## src/rtl/axis_frame_rr_arb.sv

```systemverilog
// axis_frame_rr_arb
// Frame-granular round-robin arbiter: several AXI-Stream sources share one
// master port. Ownership is taken at the first beat and released on the
// tlast beat, so frames never interleave. Frames longer than MAX_BEATS are
// cut with a forced tlast and flagged in a sticky error bit.
module axis_frame_rr_arb #(
  parameter int W         = 32,
  parameter int N_SRC     = 2,
  parameter int MAX_BEATS = 256
) (
  input  logic               clk,
  input  logic               rst,
  input  logic [N_SRC*W-1:0] s_axis_tdata,
  input  logic [N_SRC-1:0]   s_axis_tvalid,
  output logic [N_SRC-1:0]   s_axis_tready,
  input  logic [N_SRC-1:0]   s_axis_tlast,
  output logic [W-1:0]       m_axis_tdata,
  output logic               m_axis_tvalid,
  input  logic               m_axis_tready,
  output logic               m_axis_tlast,
  output logic [N_SRC-1:0]   grant,
  output logic [15:0]        frame_cnt,
  output logic               oversize_err
);

  // Owner index width and beat counter width. The beat counter only has to
  // reach MAX_BEATS-1: the beat at that count always ends the frame.
  localparam int GW = (N_SRC > 1) ? $clog2(N_SRC) : 1;
  localparam int BW = (MAX_BEATS > 2) ? $clog2(MAX_BEATS) : 1;
  localparam logic [BW-1:0] BEAT_CAP = BW'(MAX_BEATS - 1);
  localparam logic [GW:0]   N_WRAP   = (GW + 1)'(N_SRC);

  typedef enum logic {
    ST_IDLE,
    ST_PASS
  } st_t;

  st_t           st_q, st_d;
  logic [GW-1:0] g_q, g_d;
  logic [GW-1:0] ptr_q, ptr_d;
  logic [BW-1:0] beat_q, beat_d;
  logic [15:0]   fcnt_q, fcnt_d;
  logic          err_q, err_d;

  logic [W-1:0]  src_data [N_SRC];
  logic          any_req;
  logic [GW-1:0] pick;
  logic          cap_hit;
  logic          beat;

  // Split the flat source data bus into one word per source.
  for (genvar i = 0; i < N_SRC; i++) begin : g_unpack
    assign src_data[i] = s_axis_tdata[i*W +: W];
  end

  // Round-robin pick: scan ptr+1, ptr+2, ... so the last owner comes last.
  always_comb begin
    logic [GW:0] sum;
    any_req = 1'b0;
    pick    = '0;
    sum     = '0;
    for (int k = 1; k <= N_SRC; k++) begin
      sum = {1'b0, ptr_q} + (GW + 1)'(k);
      if (sum >= N_WRAP) begin
        sum = sum - N_WRAP;
      end
      if (!any_req && s_axis_tvalid[sum[GW-1:0]]) begin
        any_req = 1'b1;
        pick    = sum[GW-1:0];
      end
    end
  end

  assign cap_hit = (beat_q == BEAT_CAP);

  // Master/slave handshake mux: purely combinational while a source owns the port.
  always_comb begin
    m_axis_tvalid = 1'b0;
    m_axis_tdata  = '0;
    m_axis_tlast  = 1'b0;
    s_axis_tready = '0;
    grant         = '0;
    if (st_q == ST_PASS) begin
      m_axis_tvalid    = s_axis_tvalid[g_q];
      m_axis_tdata     = src_data[g_q];
      m_axis_tlast     = s_axis_tlast[g_q] | cap_hit;
      s_axis_tready[g_q] = m_axis_tready;
      grant[g_q]       = 1'b1;
    end
  end

  assign beat = m_axis_tvalid & m_axis_tready;

  // Next-state: arbitrate in IDLE, count beats and close frames in PASS.
  always_comb begin
    st_d   = st_q;
    g_d    = g_q;
    ptr_d  = ptr_q;
    beat_d = beat_q;
    fcnt_d = fcnt_q;
    err_d  = err_q;
    case (st_q)
      ST_IDLE: begin
        if (any_req) begin
          st_d   = ST_PASS;
          g_d    = pick;
          ptr_d  = pick;
          beat_d = '0;
        end
      end
      ST_PASS: begin
        if (beat) begin
          if (m_axis_tlast) begin
            // Closing beat; a source tlast landing on the cap is a normal end.
            fcnt_d = fcnt_q + 16'd1;
            st_d   = ST_IDLE;
            if (cap_hit && !s_axis_tlast[g_q]) begin
              err_d = 1'b1;
            end
          end else begin
            beat_d = beat_q + 1'b1;
          end
        end
      end
      default: begin
        st_d = ST_IDLE;
      end
    endcase
  end

  // State registers; ptr resets to the last source so source 0 wins first.
  always_ff @(posedge clk) begin
    if (rst) begin
      st_q   <= ST_IDLE;
      g_q    <= '0;
      ptr_q  <= GW'(N_SRC - 1);
      beat_q <= '0;
      fcnt_q <= '0;
      err_q  <= 1'b0;
    end else begin
      st_q   <= st_d;
      g_q    <= g_d;
      ptr_q  <= ptr_d;
      beat_q <= beat_d;
      fcnt_q <= fcnt_d;
      err_q  <= err_d;
    end
  end

  assign frame_cnt    = fcnt_q;
  assign oversize_err = err_q;

endmodule

```

## config.mk

```make
export PLATFORM = sky130hd
export DESIGN_NAME = axis_frame_rr_arb
export DESIGN_NICKNAME = d
export VERILOG_FILES = /design/src/rtl/axis_frame_rr_arb.sv
export SDC_FILE = /design/constraint.sdc
export NUM_CORES = 1
export LEC_CHECK = 0
export CAP_MARGIN = 30
export CORE_UTILIZATION = 41
export CTS_CLUSTER_SIZE = 16
export DETAILED_ROUTE_END_ITERATION = 10
export MAX_ROUTING_LAYER = met4
export PLACE_DENSITY_LB_ADDON = 0.15
export SLEW_MARGIN = 20
export SYNTH_ARGS = -nofsm -noshare
export SYNTH_HDL_FRONTEND = slang
export SYNTH_SLANG_ARGS = --single-unit
```

## constraint.sdc

```tcl
create_clock -name clk -period 3.6 [get_ports clk]
set_clock_uncertainty 0.1 [all_clocks]
set_input_delay 0.72 -clock clk [delete_from_list [all_inputs] [get_ports clk]]
set_output_delay 0.72 -clock clk [all_outputs]
set_load 0.01 [all_outputs]
```

Word level (Yosys, flattened, before mapping)
Index checks and enable logic that the tools add are counted.
{"block": "word_totals", "regBits": 28, "output_inout_bits": 55}
{"block": "op_classes", "n_addsub": 6, "magnitude_cmp": 7, "n_eq_ne": 4, "mux": 32, "bitwise": 5, "n_reduce_logical": 9}
{"op": "32-bit two-way mux", "count": 4}
{"op": "8-bit two-way mux", "count": 3}
{"op": "1-bit two-way mux", "count": 20}
{"op": "16-bit by 1-bit adder with 16-bit output (second input constant)", "count": 1}
{"op": "8-bit one-hot mux with 2 select lines", "count": 1}
{"op": "8-bit by 1-bit adder with 8-bit output (second input constant)", "count": 1}
{"op": "8-bit == test (second input constant)", "count": 1}
{"op": "2-bit greater-or-equal comparator (second input constant)", "count": 3}
{"op": "1-bit by 2-bit less-than comparator with 1-bit output (second input constant)", "count": 3}
{"op": "3-bit AND reduction", "count": 2}
{"op": "2-bit two-way mux", "count": 2}
{"op": "2-bit != test (second input constant)", "count": 2}
{"op": "4-bit AND reduction", "count": 1}
{"op": "1-bit logical AND", "count": 3}
{"op": "1-bit by 1-bit adder with 2-bit output (second input constant)", "count": 1}
{"op": "1-bit by 2-bit adder with 2-bit output (second input constant)", "count": 1}
{"op": "2-bit AND", "count": 1}
{"op": "1-bit logical NOT", "count": 2}
{"op": "2-bit by 1-bit != test with 1-bit output (second input constant)", "count": 1}
{"op": "1-bit NOT with 2-bit output", "count": 1}
{"op": "1-bit one-hot mux with 2 select lines", "count": 1}
{"op": "2-bit AND reduction", "count": 1}
{"op": "1-bit subtractor (second input constant)", "count": 2}
{"op": "1-bit AND", "count": 1}
{"op": "other kinds (4)", "count": 4}

Logic depth before layout (Yosys ltp)
{"block": "depth", "word_depth": 11, "mapped_depth": 7, "mapped_depth_nobuf": 5}

Least setup slack after synthesis
No wires, ideal clock.
{"block": "synth_timing", "path_type": "register -> output", "from": "register g_q", "to": "output m_axis_tdata[26]", "arrival_time_ps": 1495, "t_required_ps": 2780, "setup_slack_ps": 1285, "path_stages_with_launch": 6, "path_buffers": 3, "cell_sequence": "dfxtp_1 buf_6 clkbuf_1 clkbuf_1 mux2i_1 nor2b_1"}
{"block": "synth_between", "elab_chain_cells": 5}
{"element": "start: declaration", "line_no": "39", "source": "logic [GW-1:0] g_q, g_d;"}
{"element": "start signal: assignment", "line_no": "142", "source": "g_q <= g_d;"}
{"element": "1-bit NOT with 2-bit output (implied by the code)", "line_no": "85", "source": "m_axis_tdata = src_data[g_q];"}
{"element": "32-bit two-way mux (implied by the code) (3 in a row)", "line_no": "85"}
{"element": "32-bit two-way mux", "line_no": "83", "source": "if (st_q == ST_PASS) begin"}
{"element": "end: declaration", "line_no": "17", "source": "output logic [W-1:0] m_axis_tdata,"}
Every way passes these cells. The select of a mux whose other input is x is not followed.

Final worst setup path
{"block": "layout_timing", "from": "input s_axis_tlast[0]", "to": "output m_axis_tlast"}
{"block": "layout_between", "elab_chain_cells": 4}
{"element": "start: declaration", "line_no": "16", "source": "input logic [N_SRC-1:0] s_axis_tlast,"}
{"element": "1-bit two-way mux (implied by the code) (2 in a row)", "line_no": "86", "source": "m_axis_tlast = s_axis_tlast[g_q] | cap_hit;"}
{"element": "1-bit OR", "line_no": "86"}
{"element": "1-bit two-way mux", "line_no": "83"}
{"element": "end: declaration", "line_no": "20", "source": "output logic m_axis_tlast,"}
Every way passes these cells. The select of a mux whose other input is x is not followed.

==> results.toml <==
[cts]
clock_sinks = 28
tritoncts = "done"
post_cts_buffers = 0
cts_resized = 0
numCtsBuffers = 3
worstSkewPairLatency_ns = 0.27
clk_path_buf_depth = 2
clk_pin_slew_ns = 0.09
htree_levels = 1
clockRootBuffer = "clkbuf_8"
hold_buffers = 0

[power_and_ir_drop]
p_leak_nw = 1.19
vdd_drop_max_v = 0.000228
power_density_nw_per_um2 = 231
power.total_mw = 0.803

[global_route]
overflow = 0
antenna_found_initial = 0
grt_use_total = 0.253
grt_max_degree = 38
grt_pass1_vias = 2090
grt_pass1_wl_um = 10600

[yosys]
synth-seq-cells = 28
netlist_area_um2 = 2120
synth_nets = 332
yosysWarnings = 0
syn_area_per_cell_um2 = 8.20
synthArstFlopShare = 0
yosysUniqueCellTypes = 41
synth_top_flop_cell = "dfxtp_1"
synth_edf_count = 0
synth-seq-area-share = 0.264
postSynthCellCount = 259

[placement]
port_buffers = 125
gp_congestion = 0.809
post-dp-hpwl_um = 5460

[sta]
hold_viol_final = 0
setup_tns_ns = 0
fin_crit_ns = 3.14
timing.fmax_mhz = 318
finalMaxSlewViolations = 0
fin_crit_sh = 0.872
tightest_slew_ns = 0.785
rsz0062_at_grt = "no"
relSlewSlack = 0.476
setup_viol = 0

[drt]
drc = 0
wl_per_cell_um = 15.8
drt_iter0_drc = 100
first_pass_iters = 4
wirelength_um = 6980
num_vias = 2378
ant_nets = 0
vias_per_cell = 5.39

[worst_setup_path]
regToRegStartpoint = "st_q$_SDFF_PP0_"
crit_type = "in2out"
reg2reg_slack_ns = 1.09
r2r_cells = 3
cp-end-kind = "output port"
critPathRequiredTime_ns = 2.78
critPathLaunchType = "input pin"
cp.arrival_ns = 2.32
r2r-end = "frame_cnt[7]$_SDFFE_PP0P_"
crit_path_max_fanout = 8

[floorplanning]
ios = 126
num_rows = 25
initial_core_util = 0.438
die_width_um = 74.0
design.die.area_um2 = 5470
core_um2 = 4850
dieHeight_um = 74.0

[hold_path]
holdPathStages = 2
whs_endpoint = "oversize_err$_SDFFE_PP0P_"
worstHoldPathType = "reg2reg"
min_from = "oversize_err$_SDFFE_PP0P_"

[cells_and_area]
fillerInstances = 405
layout-drive-gt1-share = 0.0642
area_growth_pct = 63.5
multi_input_area_um2 = 1470
antenna_cells = 0
seq_area_um2 = 562
nets = 448

[run]
max_cap_violations = 0

[outcome]
outcome = "complete, no violations"
-- synthesized netlist by cell type (all sizes together) (3+ instances only) --
cell type	instances	share of area
and4	4	0.016
nor2b	42	0.12
a31oi	5	0.015
buf	7	0.019
nand2	12	0.021
nor3	3	0.0071
nor4b	4	0.016
o31ai	4	0.014
nor2	16	0.028
nand2b	3	0.0088
nand4	6	0.018
a21oi	14	0.033
or4	4	0.014
o21ai	4	0.0094
mux2	11	0.060
and3	4	0.012
nand3	14	0.033
clkbuf	13	0.023
and2	3	0.0088
dfxtp	28	0.26
mux2i	33	0.16
or3	4	0.012
-- power by group --
part           total, mW  internal, mW  switching (mW)
registers          0.327         0.313          0.0139
logic              0.282         0.174           0.108
clock network      0.194        0.0979          0.0958
total              0.803         0.585           0.218
-- cell usage in the layout (no fill, tap or decap), types with 4 or more instances in the layout --
| master | count |
|---|---|
| clkdlybuf4s50_1 | 125 |
| nor2b_1 | 42 |
| mux2i_1 | 33 |
| dfxtp_1 | 27 |
| nor2_1 | 16 |
| a21oi_1 | 14 |
| nand3_1 | 14 |
| nand2_1 | 12 |
| mux2_2 | 10 |
| nand4_1 | 6 |
| buf_4 | 6 |
| a31oi_1 | 5 |
| and4_1 | 4 |
| and3_1 | 4 |
| nor4b_1 | 4 |
| o21ai_0 | 4 |
| or3_1 | 4 |
| or4_1 | 4 |
| o31ai_1 | 4 |
| clkbuf_8 | 4 |
-- worst max-delay path by stage --
stage                startpoint               end  slack [ns]
4_1_cts         s_axis_tlast[0]      m_axis_tlast        0.46
5_1_grt         st_q$_SDFF_PP0_  s_axis_tready[0]        0.39
6_report        s_axis_tlast[0]      m_axis_tlast        0.46
2_1_floorplan  g_q$_SDFFE_PP0P_  m_axis_tdata[26]        1.28
3_3_place_gp    s_axis_tlast[0]      m_axis_tlast        0.49
3_5_place_dp    s_axis_tlast[0]      m_axis_tlast        0.47
-- critical path: stages --
cell             delay (ns)
clkdlybuf4s50_1        0.41
mux2_4                 0.32
a21o_1                 0.21
and2_1                 0.16
clkdlybuf4s50_1        0.50
-- state kept, by name, summed over array words and instances (netlist names) --
name          cells
frame_cnt        16
beat_q            8
g_q               1
oversize_err      1
ptr_q             1
st_q              1
-- per-stage QoR --
stage	utilization	instance area, µm²	std cells	hold slack, ns	setup WS, ns
after floorplan	-	2120	259	0.360	1.28
after global placement	0.705	3420	437	0.362	0.489
after detailed placement	0.705	3420	437	0.379	0.466
after CTS	0.716	3470	441	0.397	0.457
after global routing	0.716	3470	441	0.410	0.387
final	0.716	3470	441	0.393	0.460
-- per-layer routing --
| layer | up-vias | global-route usage | share of wire |
|---|---|---|---|
| met3 | 15 | 0.0501 | 0.099 |
| li1 | 1173 | - | - |
| met5 | - | - | 0 |
| met1 | 1082 | 0.317 | 0.41 |
| met4 | 0 | 0.0705 | 0.018 |
| met2 | 108 | 0.414 | 0.47 |
-- cell type report --
class,instances,area share
clock buffers,4,0.0159
inverters,1,0.00108
multi-input cells,210,0.424
flip-flops and latches,28,0.162
well taps,67,0.0242
repair buffers,131,0.373
-- logic make-up after synthesis --
group | share of synthesized area
buf+inv | 0.0436
compound gates | 0.123
mux | 0.216
simple gates | 0.342
fa+ha+maj | 0.0118
flops | 0.264
Power figures use the tool's default switching activity.
